==> config.mk <==
export PLATFORM = sky130hd
export DESIGN_NAME = conv_loop_sequencer
export DESIGN_NICKNAME = d
export VERILOG_FILES = /design/src/rtl/conv_loop_sequencer.sv
export SDC_FILE = /design/constraint.sdc
export NUM_CORES = 1
export LEC_CHECK = 0
export ABC_AREA = 1
export BUFFER_PORTS_ARGS = -buffer_cell sky130_fd_sc_hd__buf_4
export CAP_MARGIN = 20
export CORE_MARGIN = 1.5
export CORE_UTILIZATION = 54
export CTS_CLUSTER_DIAMETER = 80
export CTS_CLUSTER_SIZE = 30
export DETAILED_ROUTE_END_ITERATION = 8
export GPL_TIMING_DRIVEN = 0
export MAX_ROUTING_LAYER = met4
export PLACE_DENSITY = 0.78
export SYNTH_ARGS = -nofsm -noshare
export SYNTH_HDL_FRONTEND = slang
export SYNTH_SLANG_ARGS = --single-unit
==> constraint.sdc <==
create_clock -name clk -period 3.27 [get_ports clk]
set_input_delay 0.327 -clock clk [delete_from_list [all_inputs] [get_ports clk]]
set_output_delay 0.327 -clock clk [all_outputs]
set_load 0.01 [all_outputs]
==> src/rtl/conv_loop_sequencer.sv <==
// Loop-nest sequencer for one conv layer: walks oc/ic/h/w, requests weights per tile, emits tap masks.
// Latency: start -> weight request next cycle; ack -> first beat next cycle; last beat -> layer_done next cycle.
// Backpressure: beats advance only when out_ready is high; indices, outputs and state hold otherwise.
module conv_loop_sequencer #(
  parameter int DIM_W = 16
) (
  input  logic             clk,
  input  logic             rst,
  input  logic             layer_start,
  input  logic [DIM_W-1:0] cfg_w,
  input  logic [DIM_W-1:0] cfg_h,
  input  logic [DIM_W-1:0] cfg_ic,
  input  logic [DIM_W-1:0] cfg_oc,
  input  logic             weight_ack,
  input  logic             out_ready,
  output logic             dataflow_en,
  output logic [8:0]       conv_vld,
  output logic [DIM_W-1:0] w_row,
  output logic [DIM_W-1:0] h_row,
  output logic [DIM_W-1:0] ic_row,
  output logic [DIM_W-1:0] oc_row,
  output logic             weight_req_row,
  output logic             input_loader_req,
  output logic             busy,
  output logic             layer_done
);

  typedef enum logic [1:0] {IDLE, WREQ, RUN, DONE} state_t;

  localparam logic [DIM_W-1:0]        ONE    = {{(DIM_W-1){1'b0}}, 1'b1};
  localparam logic signed [DIM_W:0]   OFF_M1 = '1;
  localparam logic signed [DIM_W:0]   OFF_0  = '0;
  localparam logic signed [DIM_W:0]   OFF_P1 = {{DIM_W{1'b0}}, 1'b1};

  state_t           state_q, state_d;
  logic [DIM_W-1:0] w_q, h_q, ic_q, oc_q;
  logic [DIM_W-1:0] w_d, h_d, ic_d, oc_d;
  logic [DIM_W-1:0] cfg_w_q, cfg_h_q, cfg_ic_q, cfg_oc_q;
  logic             zero_q, zero_d;
  logic             cfg_load;
  logic             cfg_any_zero;
  logic             last_w, last_h, last_ic, last_oc;
  logic [2:0]       row_ok, col_ok;

  // True when idx+off lands inside [0, lim-1]; 17-bit signed so edges never wrap.
  function automatic logic tap_ok(input logic [DIM_W-1:0] idx,
                                  input logic [DIM_W-1:0] lim,
                                  input logic signed [DIM_W:0] off);
    logic signed [DIM_W:0] pos;
    logic signed [DIM_W:0] top;
    pos = $signed({1'b0, idx}) + off;
    top = $signed({1'b0, lim}) - OFF_P1;
    return !pos[DIM_W] && (pos <= top);
  endfunction

  assign cfg_any_zero = (cfg_w == '0) || (cfg_h == '0) || (cfg_ic == '0) || (cfg_oc == '0);
  assign last_w  = (w_q  == cfg_w_q  - ONE);
  assign last_h  = (h_q  == cfg_h_q  - ONE);
  assign last_ic = (ic_q == cfg_ic_q - ONE);
  assign last_oc = (oc_q == cfg_oc_q - ONE);

  assign w_row  = w_q;
  assign h_row  = h_q;
  assign ic_row = ic_q;
  assign oc_row = oc_q;
  assign busy   = (state_q != IDLE);
  assign input_loader_req = dataflow_en & out_ready & (w_q == '0);

  // State, loop indices and the zero-layer delay flag.
  always_ff @(posedge clk) begin
    if (rst) begin
      state_q <= IDLE;
      w_q     <= '0;
      h_q     <= '0;
      ic_q    <= '0;
      oc_q    <= '0;
      zero_q  <= 1'b0;
    end else begin
      state_q <= state_d;
      w_q     <= w_d;
      h_q     <= h_d;
      ic_q    <= ic_d;
      oc_q    <= oc_d;
      zero_q  <= zero_d;
    end
  end

  // Layer dimensions, latched on an accepted start.
  always_ff @(posedge clk) begin
    if (rst) begin
      cfg_w_q  <= '0;
      cfg_h_q  <= '0;
      cfg_ic_q <= '0;
      cfg_oc_q <= '0;
    end else if (cfg_load) begin
      cfg_w_q  <= cfg_w;
      cfg_h_q  <= cfg_h;
      cfg_ic_q <= cfg_ic;
      cfg_oc_q <= cfg_oc;
    end
  end

  // Next-state, index advance and control outputs.
  always_comb begin
    state_d        = state_q;
    w_d            = w_q;
    h_d            = h_q;
    ic_d           = ic_q;
    oc_d           = oc_q;
    zero_d         = zero_q;
    cfg_load       = 1'b0;
    dataflow_en    = 1'b0;
    weight_req_row = 1'b0;
    layer_done     = 1'b0;
    case (state_q)
      IDLE: begin
        if (layer_start) begin
          cfg_load = 1'b1;
          w_d      = '0;
          h_d      = '0;
          ic_d     = '0;
          oc_d     = '0;
          if (cfg_any_zero) begin
            // Empty layer spends one extra cycle in DONE so done lands two cycles after start.
            state_d = DONE;
            zero_d  = 1'b1;
          end else begin
            state_d = WREQ;
          end
        end
      end
      WREQ: begin
        weight_req_row = 1'b1;
        if (weight_ack) state_d = RUN;
      end
      RUN: begin
        dataflow_en = 1'b1;
        if (out_ready) begin
          if (!last_w) begin
            w_d = w_q + ONE;
          end else begin
            w_d = '0;
            if (!last_h) begin
              h_d = h_q + ONE;
            end else begin
              // Tile finished: next (oc, ic) tile needs fresh weights.
              h_d     = '0;
              state_d = WREQ;
              if (!last_ic) begin
                ic_d = ic_q + ONE;
              end else begin
                ic_d = '0;
                if (!last_oc) begin
                  oc_d = oc_q + ONE;
                end else begin
                  oc_d    = '0;
                  state_d = DONE;
                end
              end
            end
          end
        end
      end
      DONE: begin
        if (zero_q) begin
          zero_d = 1'b0;
        end else begin
          layer_done = 1'b1;
          state_d    = IDLE;
        end
      end
      default: state_d = IDLE;
    endcase
  end

  // 3x3 tap mask with zero padding; bit ky*3+kx, bit 0 is top-left.
  always_comb begin
    conv_vld  = '0;
    row_ok[0] = tap_ok(h_q, cfg_h_q, OFF_M1);
    row_ok[1] = tap_ok(h_q, cfg_h_q, OFF_0);
    row_ok[2] = tap_ok(h_q, cfg_h_q, OFF_P1);
    col_ok[0] = tap_ok(w_q, cfg_w_q, OFF_M1);
    col_ok[1] = tap_ok(w_q, cfg_w_q, OFF_0);
    col_ok[2] = tap_ok(w_q, cfg_w_q, OFF_P1);
    for (int ky = 0; ky < 3; ky++) begin
      for (int kx = 0; kx < 3; kx++) begin
        conv_vld[ky*3+kx] = dataflow_en & row_ok[ky] & col_ok[kx];
      end
    end
  end

endmodule

==> run metrics <==
status=finished, violations left; failing checks=negative setup slack; final wirelength=41.8 mm; DRC viols=0; # fillers=1564; slew margin rel.=41.3%; Yosys top cell by area=dfxtp_1; Hold Vio Cnt, Final=0; Finish-stage setup viols=64; GP Congestion=0.972; global-route wire length before repair=61.7 mm; Required @ worst endpoint=2.94 ns; Crit-path slowest cell=dfxtp_2; Worst-Margin Slew=0.881 ns; antenna violations before repair=0; antenna cells=0; std cell rows=52; Final Cycle Share=126%; R2R setup slack=-0.60 ns; Clock Path Buffers=2; RSZ-0062 raised after global routing=yes; clock latency on the worst-skew pair=0.45 ns; die area=0.0217 sq mm; FF-to-FF End=oc_row[11]; fraction of registers with async set/reset=0%; vias in the first global route=12700; Max H-tree Level=4; initial DRC count=1378; Worst EP arrival=3.78 ns; register area share after synthesis=23.3%; Hold Crit Class=primary input to flip-flop; Setup Skew=0.0161 ns; Routed Antenna Nets=0; IO Pins=147; max-slew violations=0; clock root buffer master=clkbuf_16; Pleak=7.11 nW; Die Span X=147 microns; power density cells=794 mW/mm^2; Hold Path Depth=3; HP Start=cfg_ic[12]; R2R Path Start=cfg_w_q[1]; CTS tree=done; setup ws final=-0.839 ns; clock sink total=131; core area=0.0204 sq mm; Reg clk slew, reported paths=0.06 ns; nets=2240; top-count cell post-synth=nand2_1; Syn Area/Cell=6.23 sq um; Max-Cap Viols=0; Peak Freq=0.243 GHz; crit path capture type=primary output; vias per inst=5.84; Inserted Clock Buffers=17; Synth warnings=0; leading post-synthesis cells by cell area=dfxtp_1, nand2_1, ha_1, nor2_1, xor2_1; reg2reg path depth=28; Post-synth top cells=nand2_1, nor2_1, inv_1; Crit Path Max Fanout=7; startpoint types=flip-flop; Initial Util=55.2%; final cell count without fillers=2354; Largest delay share family, worst path=simple AND/OR/NAND/NOR gates; gr usage total=36.7%; estimated wirelength of the detail-placed design=27.8 mm; Critical Setup Path Class=flip-flop to primary output; Via Count=13800; first-pass detailed-route iteration total=7; most used cell, CP=nor3_4; largest net degree at the start of global routing=17; GRT overflow=0; CP cell instances=buf_6, nand3_4, nor3_4, nand2_2, nor3_4, nand3_2, nor3_4, xor2_2, ha_4, nand4_1, a31oi_2, a211oi_2, nand3_2, o21ai_4, o21ai_2, nor2_1, buf_4; CP peak stage delay=0.37 ns; Multi-input gate area=0.00854 sq mm; Distinct cells, synth=46; WHS Endpoint=cfg_ic_q[12]; Synth Cell Area=0.0113 sq mm; Synth Instances=1805; Die Y=147 microns; share of cells above drive strength 1=23.9%; Final Util=74.8%; drt wl/cell=17.7 microns; Synth Flop Type=dfxtp_1; peak supply drop=591 uV; number of flops mapped to enable cells by yosys=0; Critical Path Source=w_row[2]; Syn-to-layout area delta=35.4%; flip-flop and latch area=0.00266 sq mm; top-area cell type share of the netlist area=23.3%; Net Count, Synth=1973; post-route minimum period=4.11 ns; buffers plus inverters on the worst setup path=2; placed cells=2221; I/O Buffers=146; FF+latch count, synth=131
==> registers in the layout, indices dropped and copies added, names as in the netlist <==
register and count:
cfg_h_q 16, cfg_ic_q 16, oc_row 16, state_q 2
ic_row 16, cfg_oc_q 16, w_row 16, h_row 16
cfg_w_q 16, zero_q 1
==> worst max path at each step <==
| stage | endpoint | slack (ns) | depth (start not counted) |
|---|---|---|---|
| 4_1_cts | conv_vld[5] | -0.56 | 20 |
| 3_3_place_gp | oc_row[6] | -0.82 | 21 |
| 3_5_place_dp | oc_row[6] | -0.88 | 21 |
| 5_1_grt | conv_vld[8] | -0.93 | 17 |
| 2_1_floorplan | oc_row[11] | 0.03 | 24 |
| 6_report | conv_vld[8] | -0.84 | 17 |
==> worst reg2reg max path: cells and delay by family (launching register included) <==
| kind | cells | cell delay [ns] |
|---|---|---|
| fa+ha+maj | 1 | 0.34 |
| compound gates | 1 | 0.15 |
| buf+inv | 9 | 0.96 |
| xor+xnor | 1 | 0.20 |
| flops | 1 | 0.31 |
| simple gates | 16 | 1.76 |
==> cells by family (layout without fill, tap and decap cells) <==
kind of cell	after synthesis	count (layout)	share of synthesized area, %
simple gates	958	958	36.8
fa+ha+maj	99	99	11.0
xor+xnor	102	102	7.94
buf+inv	263	542	9.10
compound gates	252	252	11.9
flops	131	131	23.3
==> repair_timing <==
item,in CTS,in global routing
pin swaps,63,68
gates cloned,5,0
setup buffers,74,25
hold buffers,0,0
endpoints found under the setup margin,75,75
gates resized for setup,180,112
==> cell type report <==
| class | count | area share, % |
|---|---|---|
| Inverter | 208 | 5.25 |
| Buffer | 54 | 2.01 |
| Timing Repair Buffer | 249 | 12.9 |
| Sequential cell | 131 | 17.4 |
| Multi-Input combinational cell | 1411 | 56.1 |
| Tap cell | 270 | 2.22 |
| Clock buffer | 19 | 2.91 |
| Clock inverter | 12 | 1.18 |
==> metrics by stage <==
| step | setup WS (ns) | hold WS, ns | total power [mW] | area (sq um) | TNS, ns |
|---|---|---|---|---|---|
| floorplan | 0.0276 | 0.448 | 6.31 | 11300 | 0 |
| global placement | -0.820 | 0.466 | 7.72 | 12700 | -41.68 |
| global route | -0.934 | 0.129 | 12.8 | 15200 | -40.59 |
| detailed placement | -0.879 | 0.475 | 7.85 | 12700 | -44.96 |
| finish | -0.839 | 0.114 | 12.1 | 15200 | -29.16 |
| CTS | -0.558 | 0.123 | 11.1 | 14600 | -15.28 |
==> power breakdown <==
group / leakage, nW / switching (mW) / total, mW / internal (mW)
registers: 1.08 / 0.347 / 2.24 / 1.89
clock network: 0.288 / 0.817 / 2.11 / 1.29
logic: 5.74 / 4.75 / 7.74 / 2.99
total: 7.11 / 5.91 / 12.1 / 6.17
==> per-layer routing <==
metal | share of wire [%] | track usage, % | vias to the layer above
met1 | 38 | 42.4 | 6236
met5 | 0 | - | -
li1 | - | - | 6462
met2 | 48 | 61.2 | 829
met4 | 5.9 | 20.3 | 0
met3 | 8.4 | 5.16 | 230
==> cell usage in the layout (no fill, tap or decap), types with 25 or more instances in the layout <==
cell type,count
clkbuf_1,33
buf_4,236
ha_1,85
o21ai_0,81
nand2_1,404
a21oi_1,116
inv_1,183
nor3_1,25
nand3_1,102
xor2_1,87
nand4_1,46
dfxtp_1,115
nor2_1,231
Note: power is estimated with default switching activity, not from simulation.
